### src/rtl/bus_bridge_slave_pkg.sv
// Shared definitions for the UART bus bridge (slave side).
//   - frame layout helpers: frame = {mode, data, addr}
//   - mode encodings carried in the frame MSB
//   - bridge FSM state encoding and UART receiver state encoding
package bus_bridge_slave_pkg;

  localparam logic MODE_READ  = 1'b0;
  localparam logic MODE_WRITE = 1'b1;

  // Bit positions inside a command frame, derived from the bridged widths.
  function automatic int unsigned bb_mode_bit(input int unsigned aw, input int unsigned dw);
    return aw + dw;
  endfunction

  function automatic int unsigned bb_data_lsb(input int unsigned aw);
    return aw;
  endfunction

  function automatic int unsigned bb_frame_width(input int unsigned aw, input int unsigned dw);
    return 1 + aw + dw;
  endfunction

  typedef enum logic [2:0] {
    ST_IDLE     = 3'd0,
    ST_LOAD     = 3'd1,
    ST_TX_START = 3'd2,
    ST_TX_WAIT  = 3'd3,
    ST_WAIT_RD  = 3'd4,
    ST_RESP     = 3'd5
  } bb_state_e;

  typedef enum logic [1:0] {
    RX_IDLE  = 2'd0,
    RX_START = 2'd1,
    RX_DATA  = 2'd2,
    RX_STOP  = 2'd3
  } uart_rx_state_e;

endpackage

### src/rtl/bus_bridge_slave_uart.sv
// UART transceiver used by the bridge: 8N1-style framing, LSB first.
// Ports:
//   clk, rstn          clock, async active-low reset
//   tx_en, tx_din      start sending tx_din (ignored while tx_busy)
//   tx_busy            high from the start bit through the stop bit
//   tx                 serial output, idles high
//   rx                 serial input
//   rx_dout, rx_ready  last received word; ready is a level that rises when a
//                      word completes and drops when the next start bit arrives
module bus_bridge_slave_uart
  import bus_bridge_slave_pkg::*;
#(
  parameter int unsigned CLOCKS_PER_PULSE = 5208,
  parameter int unsigned TX_DATA_WIDTH    = 21,
  parameter int unsigned RX_DATA_WIDTH    = 8
) (
  input  logic                     clk,
  input  logic                     rstn,
  input  logic                     tx_en,
  input  logic [TX_DATA_WIDTH-1:0] tx_din,
  output logic                     tx_busy,
  output logic                     tx,
  input  logic                     rx,
  output logic [RX_DATA_WIDTH-1:0] rx_dout,
  output logic                     rx_ready
);

  localparam int unsigned CCW = $clog2(CLOCKS_PER_PULSE) + 1;
  localparam int unsigned TBW = $clog2(TX_DATA_WIDTH + 2);
  localparam int unsigned RBW = $clog2(RX_DATA_WIDTH + 1);
  localparam logic [CCW-1:0] CNT_LAST = CCW'(CLOCKS_PER_PULSE - 1);
  localparam logic [CCW-1:0] CNT_HALF = CCW'(CLOCKS_PER_PULSE / 2 - 1);
  localparam logic [TBW-1:0] TX_LAST  = TBW'(TX_DATA_WIDTH + 1);
  localparam logic [RBW-1:0] RX_LAST  = RBW'(RX_DATA_WIDTH - 1);

  logic [TX_DATA_WIDTH+1:0] tx_sh;
  logic [CCW-1:0]           tx_cnt;
  logic [TBW-1:0]           tx_bits;

  // Shift register holds {stop, data, start}; shifting in ones leaves the line high.
  always_ff @(posedge clk or negedge rstn) begin
    if (!rstn) begin
      tx_sh   <= '1;
      tx_cnt  <= '0;
      tx_bits <= '0;
      tx_busy <= 1'b0;
    end else if (!tx_busy) begin
      if (tx_en) begin
        tx_sh   <= {1'b1, tx_din, 1'b0};
        tx_cnt  <= '0;
        tx_bits <= '0;
        tx_busy <= 1'b1;
      end
    end else if (tx_cnt == CNT_LAST) begin
      tx_cnt <= '0;
      tx_sh  <= {1'b1, tx_sh[TX_DATA_WIDTH+1:1]};
      if (tx_bits == TX_LAST) begin
        tx_busy <= 1'b0;
      end else begin
        tx_bits <= tx_bits + 1'b1;
      end
    end else begin
      tx_cnt <= tx_cnt + 1'b1;
    end
  end

  assign tx = tx_sh[0];

  logic                     rx_s1;
  logic                     rx_s2;
  uart_rx_state_e           rx_state;
  logic [CCW-1:0]           rx_cnt;
  logic [RBW-1:0]           rx_bits;
  logic [RX_DATA_WIDTH-1:0] rx_sh;

  always_ff @(posedge clk or negedge rstn) begin
    if (!rstn) begin
      rx_s1    <= 1'b1;
      rx_s2    <= 1'b1;
      rx_state <= RX_IDLE;
      rx_cnt   <= '0;
      rx_bits  <= '0;
      rx_sh    <= '0;
      rx_dout  <= '0;
      rx_ready <= 1'b0;
    end else begin
      rx_s1 <= rx;
      rx_s2 <= rx_s1;
      case (rx_state)
        RX_IDLE: begin
          if (!rx_s2) begin
            rx_state <= RX_START;
            rx_cnt   <= '0;
            rx_ready <= 1'b0;
          end
        end
        RX_START: begin
          // Re-check the start bit at mid-bit to reject glitches.
          if (rx_cnt == CNT_HALF) begin
            rx_cnt   <= '0;
            rx_bits  <= '0;
            rx_state <= rx_s2 ? RX_IDLE : RX_DATA;
          end else begin
            rx_cnt <= rx_cnt + 1'b1;
          end
        end
        RX_DATA: begin
          if (rx_cnt == CNT_LAST) begin
            rx_cnt <= '0;
            rx_sh  <= {rx_s2, rx_sh[RX_DATA_WIDTH-1:1]};
            if (rx_bits == RX_LAST) begin
              rx_state <= RX_STOP;
            end else begin
              rx_bits <= rx_bits + 1'b1;
            end
          end else begin
            rx_cnt <= rx_cnt + 1'b1;
          end
        end
        RX_STOP: begin
          if (rx_cnt == CNT_LAST) begin
            rx_cnt   <= '0;
            rx_state <= RX_IDLE;
            if (rx_s2) begin
              rx_dout  <= rx_sh;
              rx_ready <= 1'b1;
            end
          end else begin
            rx_cnt <= rx_cnt + 1'b1;
          end
        end
        default: rx_state <= RX_IDLE;
      endcase
    end
  end

endmodule

### src/rtl/bus_bridge_slave.sv
// Remote-facing end of the UART bus bridge. Accepts local bus requests,
// serialises each as a {mode, data, addr} UART frame to the far bridge master,
// and for reads holds ssplit until the returned byte (or a timeout) completes
// the read.
// Ports:
//   clk, rstn                        clock, async active-low reset
//   smemaddr, smemwdata              request address / write data
//   smemwen, smemren                 write / read request (write wins if both)
//   sready                           idle, a request is accepted this cycle
//   smemrdata, srvalid               read data with one-cycle valid
//   ssplit                           remote read outstanding
//   timeout_err                      one-cycle pulse when a read times out
//   u_tx, u_rx                       UART lines to/from the far bridge master
module bus_bridge_slave
  import bus_bridge_slave_pkg::*;
#(
  parameter int unsigned           ADDR_WIDTH            = 12,
  parameter int unsigned           DATA_WIDTH            = 8,
  parameter int unsigned           UART_CLOCKS_PER_PULSE = 5208,
  parameter int unsigned           TIMEOUT_CYCLES        = 1000000,
  parameter logic [DATA_WIDTH-1:0] TIMEOUT_DATA          = 8'hFF
) (
  input  logic                  clk,
  input  logic                  rstn,
  input  logic [ADDR_WIDTH-1:0] smemaddr,
  input  logic [DATA_WIDTH-1:0] smemwdata,
  input  logic                  smemwen,
  input  logic                  smemren,
  output logic                  sready,
  output logic [DATA_WIDTH-1:0] smemrdata,
  output logic                  srvalid,
  output logic                  ssplit,
  output logic                  timeout_err,
  output logic                  u_tx,
  input  logic                  u_rx
);

  localparam int unsigned FW       = bb_frame_width(ADDR_WIDTH, DATA_WIDTH);
  localparam int unsigned MODE_BIT = bb_mode_bit(ADDR_WIDTH, DATA_WIDTH);
  localparam int unsigned DATA_LSB = bb_data_lsb(ADDR_WIDTH);
  localparam int unsigned CW       = $clog2(TIMEOUT_CYCLES) + 1;
  localparam logic [CW-1:0] TO_LAST = CW'(TIMEOUT_CYCLES - 1);

  bb_state_e             state;
  logic [CW-1:0]         counter;
  logic                  u_en;
  logic [FW-1:0]         u_din;
  logic                  tx_busy;
  logic [DATA_WIDTH-1:0] rx_dout;
  logic                  rx_ready;
  logic                  rx_ready_q;
  logic                  rx_rise;
  logic [ADDR_WIDTH-1:0] req_addr;
  logic [DATA_WIDTH-1:0] req_data;
  logic                  req_mode;

  always_comb begin
    u_din                     = '0;
    u_din[MODE_BIT]           = req_mode;
    u_din[MODE_BIT-1:DATA_LSB] = req_data;
    u_din[DATA_LSB-1:0]       = req_addr;
  end

  // rx_ready is a level; only its rising edge marks a fresh reply byte.
  assign rx_rise = rx_ready & ~rx_ready_q;

  always_ff @(posedge clk or negedge rstn) begin
    if (!rstn) begin
      state       <= ST_IDLE;
      sready      <= 1'b0;
      srvalid     <= 1'b0;
      ssplit      <= 1'b0;
      timeout_err <= 1'b0;
      smemrdata   <= '0;
      counter     <= '0;
      u_en        <= 1'b0;
      req_addr    <= '0;
      req_data    <= '0;
      req_mode    <= MODE_READ;
      rx_ready_q  <= 1'b0;
    end else begin
      srvalid     <= 1'b0;
      timeout_err <= 1'b0;
      u_en        <= 1'b0;
      rx_ready_q  <= rx_ready;
      case (state)
        ST_IDLE: begin
          sready <= 1'b1;
          if (sready && (smemwen || smemren)) begin
            sready   <= 1'b0;
            req_addr <= smemaddr;
            req_mode <= smemwen ? MODE_WRITE : MODE_READ;
            req_data <= smemwen ? smemwdata : '0;
            state    <= ST_LOAD;
          end
        end
        ST_LOAD: begin
          u_en  <= 1'b1;
          state <= ST_TX_START;
        end
        ST_TX_START: begin
          if (tx_busy) state <= ST_TX_WAIT;
        end
        ST_TX_WAIT: begin
          if (!tx_busy) begin
            if (req_mode == MODE_WRITE) begin
              sready <= 1'b1;
              state  <= ST_IDLE;
            end else begin
              ssplit  <= 1'b1;
              counter <= '0;
              state   <= ST_WAIT_RD;
            end
          end
        end
        ST_WAIT_RD: begin
          if (counter != '1) counter <= counter + 1'b1;
          // A reply landing on the timeout cycle still wins.
          if (rx_rise) begin
            smemrdata <= rx_dout;
            srvalid   <= 1'b1;
            ssplit    <= 1'b0;
            state     <= ST_RESP;
          end else if (counter == TO_LAST) begin
            smemrdata   <= TIMEOUT_DATA;
            timeout_err <= 1'b1;
            srvalid     <= 1'b1;
            ssplit      <= 1'b0;
            state       <= ST_RESP;
          end
        end
        ST_RESP: begin
          sready <= 1'b1;
          state  <= ST_IDLE;
        end
        default: state <= ST_IDLE;
      endcase
    end
  end

  bus_bridge_slave_uart #(
    .CLOCKS_PER_PULSE (UART_CLOCKS_PER_PULSE),
    .TX_DATA_WIDTH    (FW),
    .RX_DATA_WIDTH    (DATA_WIDTH)
  ) u_uart (
    .clk      (clk),
    .rstn     (rstn),
    .tx_en    (u_en),
    .tx_din   (u_din),
    .tx_busy  (tx_busy),
    .tx       (u_tx),
    .rx       (u_rx),
    .rx_dout  (rx_dout),
    .rx_ready (rx_ready)
  );

endmodule

### config.mk
export PLATFORM = sky130hd
export DESIGN_NAME = bus_bridge_slave
export DESIGN_NICKNAME = d
export VERILOG_FILES = /design/src/rtl/bus_bridge_slave_pkg.sv /design/src/rtl/bus_bridge_slave_uart.sv /design/src/rtl/bus_bridge_slave.sv
export SDC_FILE = /design/constraint.sdc
export NUM_CORES = 1
export LEC_CHECK = 0
export CAP_MARGIN = 20
export CORE_AREA = 10 10 143 145
export CTS_CLUSTER_SIZE = 40
export DETAILED_ROUTE_END_ITERATION = 10
export DIE_AREA = 0 0 153 155
export PLACE_DENSITY = 0.66
export SLEW_MARGIN = 20
export SYNTH_ARGS = -nofsm -noshare
export SYNTH_HDL_FRONTEND = slang
export SYNTH_HIERARCHICAL = 1
export SYNTH_SLANG_ARGS = --single-unit
### constraint.sdc
create_clock -name clk -period 2.6 [get_ports clk]
set_input_delay 0.39 -clock clk [delete_from_list [all_inputs] [get_ports clk]]
set_output_delay 0.39 -clock clk [all_outputs]
set_load 0.05 [all_outputs]
## Word-level counts from Yosys, hierarchy flattened

Index checks and enable logic that the tools add are counted.

- Memories kept: 0
- Bits of input ports: 25
- Bits in latches: 0
- Output and inout bits: 13
- Bits in registers: 141
- RAM bits: 0
- Memory bits (read-only): 0

- $add $sub $neg: 5
- Shift-type cells: 0
- Bitwise operators: 2
- $mul: 0
- Div/mod/pow operators: 0
- $lt $le $gt $ge: 0
- Equality and inequality tests: 31
- Mux-type cells: 63
- Reduce and logical (&&, ||, !) cells: 24

Operator list:

| kind | count |
|---|---|
| $mux W14 | 6 |
| $mux W23 | 3 |
| $mux W21 | 3 |
| $pmux W14 S3 | 1 |
| $pmux W21 S2 | 1 |
| $add A14 B1 Y14 const B | 2 |
| $eq A14 B13 Y1 const B | 2 |
| $mux W8 | 3 |
| $add A21 B1 Y21 const B | 1 |
| $eq A21 B20 Y1 const B | 1 |
| $mux W1 | 21 |
| $ne A21 B21 Y1 const B | 1 |
| $mux W5 | 4 |
| $reduce_and A4 Y1 | 5 |
| $mux W3 | 6 |
| $ne A2 B2 Y1 const B | 9 |
| $pmux W3 S5 | 1 |
| $eq A14 B12 Y1 const B | 1 |
| $mux W2 | 6 |
| $mux W4 | 3 |
| $ne A2 B1 Y1 const B | 6 |
| $reduce_bool A2 Y1 | 5 |
| $reduce_and A3 Y1 | 3 |
| $pmux W2 S4 | 1 |
| other kinds (23) | 30 |

## Depth between registers and ports, before layout

Gate-level depths: netlist (run 1).

- Depth after elaboration: 4
- Depth in mapped cells: 8
- Depth with buffers taken out: 7

## Modules after synthesis

The synthesis (run 1) kept the hierarchy.

By module, submodules not included:

| module | sequential area each (sq um) | cells each | times used | area an instance (sq um) |
|---|---|---|---|---|
| bus_bridge_slave_uart | 2057.0 | 381 | 1 | 4097.7 |
| bus_bridge_slave | 1476.4 | 264 | 1 | 2782.7 |

## Worst setup path before layout (run 1)

Ideal clock, no wire load.

- Path type: reg2reg
- From: register counter[0]
- To: register counter[9]
- Stages on the path, launching flop included: 8
- Clock period less this slack: 2.128 ns
- Library setup time: 0.124 ns
- Path slack: 0.472 ns
- Required time: 2.476 ns
- Arrival time: 2.004 ns
- Path through: dfrtp_1 > ha_1 > nand4_1 > or4_4 > o21ai_1 > buf_2 > nor2_1 > a211o_1

- Cells in the longest elaborated chain, start to end: 3
- Elaborated cells on any way between the ends: 6
- Classes of those cells: 1 x add/sub; 2 x eq/ne; 2 x mux; 1 x reduce/logical

RTL lines:

| element | RTL line | text |
|---|---|---|
| start: declaration | bus_bridge_slave.sv:45 | `logic [CW-1:0] counter;` |
| start signal: assignment | bus_bridge_slave.sv:117 | `if (counter != '1) counter <= counter + 1'b1;` |
| $add A21 B1 Y21 or $ne A21 B21 Y1 (tied branches) | bus_bridge_slave.sv:117 |  |
| $mux W21 or $ne A2 B2 Y1 (tied branches) | - |  |
| $pmux W21 S2 or $reduce_and A4 Y1 (tied branches) | - |  |

Parallel ways exist; a longest one is shown, timed or not. The select of a mux whose other input is x is not followed.
A chain may end at the register's enable or synchronous reset.

## Worst setup path after layout (run 1)

Ends and elaborated chain as after synthesis.

==> flow_summary.json, run 1 <==
{
  "relSlewSlack_pct": 50.4,
  "overflow": 0,
  "setup_viol": 0,
  "drc": 0,
  "antenna_found_initial": 0,
  "drive_gt1_share_pct": 19.7,
  "power_frac_clock_pct": 53.2,
  "cts_tree": "built",
  "drt_pass1_iterations": 5,
  "holdWs_ns": 0.359,
  "synthFlopType": "dfrtp_1",
  "power.internal_uw": 3880,
  "maxCapViolations": 0,
  "globalplace.congestion": 0.872,
  "combPwrFrac_pct": 1.9,
  "ys_async_sr_fraction_pct": 100,
  "worst_ep_arrival_time_ns": 2.59,
  "skew_ns": 0.00553,
  "dieArea_um2": 23700,
  "worst-setup-path-type": "flop to flop",
  "postSynthAreaPerCell_um2": 10.7,
  "row_count": 49,
  "vias_per_cell": 5.37,
  "timing.final.crit_share_pct": 88.0,
  "cts_sinks": 140,
  "yosys_warnings": 6,
  "worstMarginPinSlew_ns": 0.741,
  "layout.nets": 717,
  "htree_levels": 4,
  "synth_edf_count": 0,
  "power.share.switching_pct": 20.3,
  "ioPinCount": 38,
  "p_leak_uw": 0.00363,
  "die_w_um": 153,
  "core_area_um2": 17700,
  "drt-total-wl_mm": 14.1,
  "die_height_um": 155,
  "vias": 4979,
  "syn_to_final_growth_pct": 18.4,
  "grt_pass1_wl_mm": 24.1,
  "placed_area_um2": 7500,
  "syn-num-nets": 676,
  "critPathRequiredTime_ns": 2.90,
  "grtUsageTotal_pct": 12.1,
  "cts-root-buf": "clkbuf_16",
  "path_max_fanout": 11,
  "peakVddDrop_mv": 0.467,
  "yosysUniqueCellTypes": 73,
  "final_area_um2": 8150,
  "clock.fmax_mhz": 437,
  "clkTransAtPathRegs_ns": 0.06,
  "grt_max_degree": 60,
  "postCtsSetupRepairBufs": 0,
  "p_seq_share_pct": 44.9,
  "ant_nets": 0,
  "cts_buffers": 17,
  "routedWlPerCell_um": 15.2,
  "num_antenna_cells": 0,
  "postSynthCellCount": 645,
  "rsz0062_at_grt": "false",
  "mappedNetlistArea_um2": 6880,
  "cpPeakStageDelay_ns": 0.64,
  "final_util_pct": 46.2,
  "drt-initial-drc-count": 266,
  "start_util_pct": 39.0,
  "hpwl_mm": 9.88,
  "synth-seq-area-share_pct": 51.4,
  "start_kind": "flop",
  "end_kind": "flop",
  "crit_slowest_cell": "or4_4",
  "status": "complete, no violations",
  "pwr_density_cell_nw_per_um2": 598,
  "ys_ff_latch": 140,
  "clock_path_buffers": 2,
  "setup_tns_ns": 0,
  "period_needed_ns": 2.29,
  "path_cells": "ha_1, nand4_1, or4_4, o21ai_1, buf_4, nor2_1, a211o_1",
  "hold_path_class": "flop to flop",
  "final_max_slew_viol_count": 0,
  "final_hold_viol_count": 0,
  "postCtsResizedCells": 0,
  "pre_cts_ws_ns": 0.318,
  "clk_latency_ns": 0.42,
  "p_switching_uw": 988,
  "grt_pass1_vias": 4916,
  "port_buffers": 37,
  "worst_slack_ns": 0.311
}
==> flip-flops by register name, indices dropped and copies added, names as in the netlist, 3 cells and up, named ones only <==
register	cells
u_uart/tx_cnt	14
counter	21
u_uart/tx_bits	5
u_uart/rx_bits	4
u_uart/tx_sh	22
smemrdata	8
u_uart/rx_sh	8
u_uart/rx_cnt	14
u_uart/rx_dout	8
req_data	8
state	3
req_addr	12
==> cell usage after synthesis, types with 10 or more instances <==
library cell	n	area [um2]
mux2i_1	25	250
nand3_1	26	130
clkbuf_1	13	48.8
nor3_1	11	55.1
dfstp_2	24	631
nor2_1	20	75.1
o21ai_1	32	160
a31oi_1	19	119
inv_1	17	63.8
nand4_1	15	93.8
nand2_1	90	338
o21ai_0	30	150
mux2_2	21	236
a21oi_1	21	105
dfrtp_1	116	2900
buf_2	10	50.1
==> power groups by stage <==
stage          Sequential, uW  Combinational (uW)  Clock, uW
3_5_place_dp             2220                94.4          0
6_report                 2190                91.4       2590
3_3_place_gp             2220                92.6          0
5_1_grt                  2180                 105       2750
4_1_cts                  2190                96.1       2650
2_1_floorplan            2220                4.26          0
==> per-layer routing <==
metal / global-route usage (%) / share of wire (%)
met1: 14.9 / 47
met2: 19.6 / 48
met3: 3.39 / 3.3
met4: 5.31 / 1.8
met5: 0 / 0
==> per-stage QoR <==
step | instances | power, uW
6_report | 928 | 4870
5_1_grt | 928 | 5030
4_1_cts | 928 | 4930
3_5_place_dp | 895 | 2320
3_3_place_gp | 895 | 2320
2_1_floorplan | 645 | 2230
==> timing repair <==
item / 4_1_cts / 5_1_grt
hold endpoints to repair: 39 / 0
setup endpoints to repair: 0 / 0
hold buffers: 1 / 0
==> logic make-up after synthesis <==
kind of cell               count (synthesis)  share of synthesized area, %
AOI/OAI and AO/OA                        150                          14.3
adders and majority gates                  6                          1.09
buffers and inverters                     50                          3.67
xor gates and xnor gates                  10                          1.27
muxes                                     54                          8.82
DFF                                      140                          51.4
and+or+nand+nor                          235                          19.5
==> worst max-delay path: cells and delay by family (launching register included) <==
kind | cells | cell delay (ns)
simple gates | 3 | 0.94
compound gates | 2 | 0.41
flops | 1 | 0.38
fa+ha+maj | 1 | 0.25
buf+inv | 1 | 0.18
==> placed cells by master, fill, tap and decap left out, types with 4 or more instances in the layout <==
| cell type | Yosys | layout |
|---|---|---|
| dfrtp_1 | 116 | 116 |
| nand2_1 | 90 | 90 |
| clkdlybuf4s50_1 | 0 | 36 |
| o21ai_1 | 32 | 31 |
| o21ai_0 | 30 | 30 |
| nand3_1 | 26 | 26 |
| mux2i_1 | 25 | 25 |
| dfstp_2 | 24 | 24 |
| a21oi_1 | 21 | 21 |
| mux2_2 | 21 | 21 |
| nor2_1 | 20 | 20 |
| a31oi_1 | 19 | 19 |
| inv_1 | 17 | 17 |
| clkbuf_16 | 0 | 17 |
| buf_4 | 6 | 16 |
| nand4_1 | 15 | 15 |
| nor3_1 | 11 | 11 |
| o21ai_2 | 8 | 9 |
| nor2b_4 | 8 | 8 |
| a22o_1 | 8 | 8 |
| mux2_4 | 8 | 8 |
| nand2b_1 | 7 | 7 |
| and3_1 | 7 | 7 |
| and4_1 | 6 | 6 |
| or3_1 | 6 | 6 |
| nor4_1 | 6 | 6 |
| xnor2_1 | 6 | 6 |
| ha_1 | 6 | 6 |
| and2_1 | 4 | 4 |
| o31ai_1 | 4 | 4 |
| xor2_1 | 4 | 4 |
| bufinv_16 | 0 | 4 |
| clkinvlp_4 | 0 | 4 |
==> path summary, 6_finish.rpt <==
check	slack [ns]	cells past startpoint	to	from
worst max-delay path	0.31	7	counter[9]	counter[0]
worst min-delay path	0.36	0	u_uart/rx_s2	u_uart/rx_s1
worst max register to register	0.31	7	counter[9]	counter[0]
worst min register to register	0.36	0	u_uart/rx_s2	u_uart/rx_s1
max in group asynchronous	1.38	3	u_uart/tx_sh[0]	rstn
min in group asynchronous	0.50	2	req_addr[6]	rstn
==> cell type report <==
class	instances	area, um2
clock buffer	19	453
clock inverter	13	186
sequential	140	3530
tap	229	287
timing repair buffer	55	522
inverter	17	63.8
fill	1620	9510
multi-input combinational	455	3100
No activity file was read; power rests on OpenSTA's default activity.
==> run 2, diff against run 1 <==
--- a/config.mk
+++ b/config.mk
@@ -16,3 +16,4 @@
 export SYNTH_HDL_FRONTEND = slang
 export SYNTH_HIERARCHICAL = 1
 export SYNTH_SLANG_ARGS = --single-unit
+export TNS_END_PERCENT = 100
==> results of run 2 <==
Final layout, timing and power as in run 1 (identical DEF).
==> run 3, diff against run 2 <==
--- a/config.mk
+++ b/config.mk
@@ -5,7 +5,6 @@
 export SDC_FILE = /design/constraint.sdc
 export NUM_CORES = 1
 export LEC_CHECK = 0
-export CAP_MARGIN = 20
 export CORE_AREA = 10 10 143 145
 export CTS_CLUSTER_SIZE = 40
 export DETAILED_ROUTE_END_ITERATION = 10
@@ -16,4 +15,3 @@
 export SYNTH_HDL_FRONTEND = slang
 export SYNTH_HIERARCHICAL = 1
 export SYNTH_SLANG_ARGS = --single-unit
-export TNS_END_PERCENT = 100
==> results of run 3 <==
Final layout, timing and power as in run 1 (identical DEF).
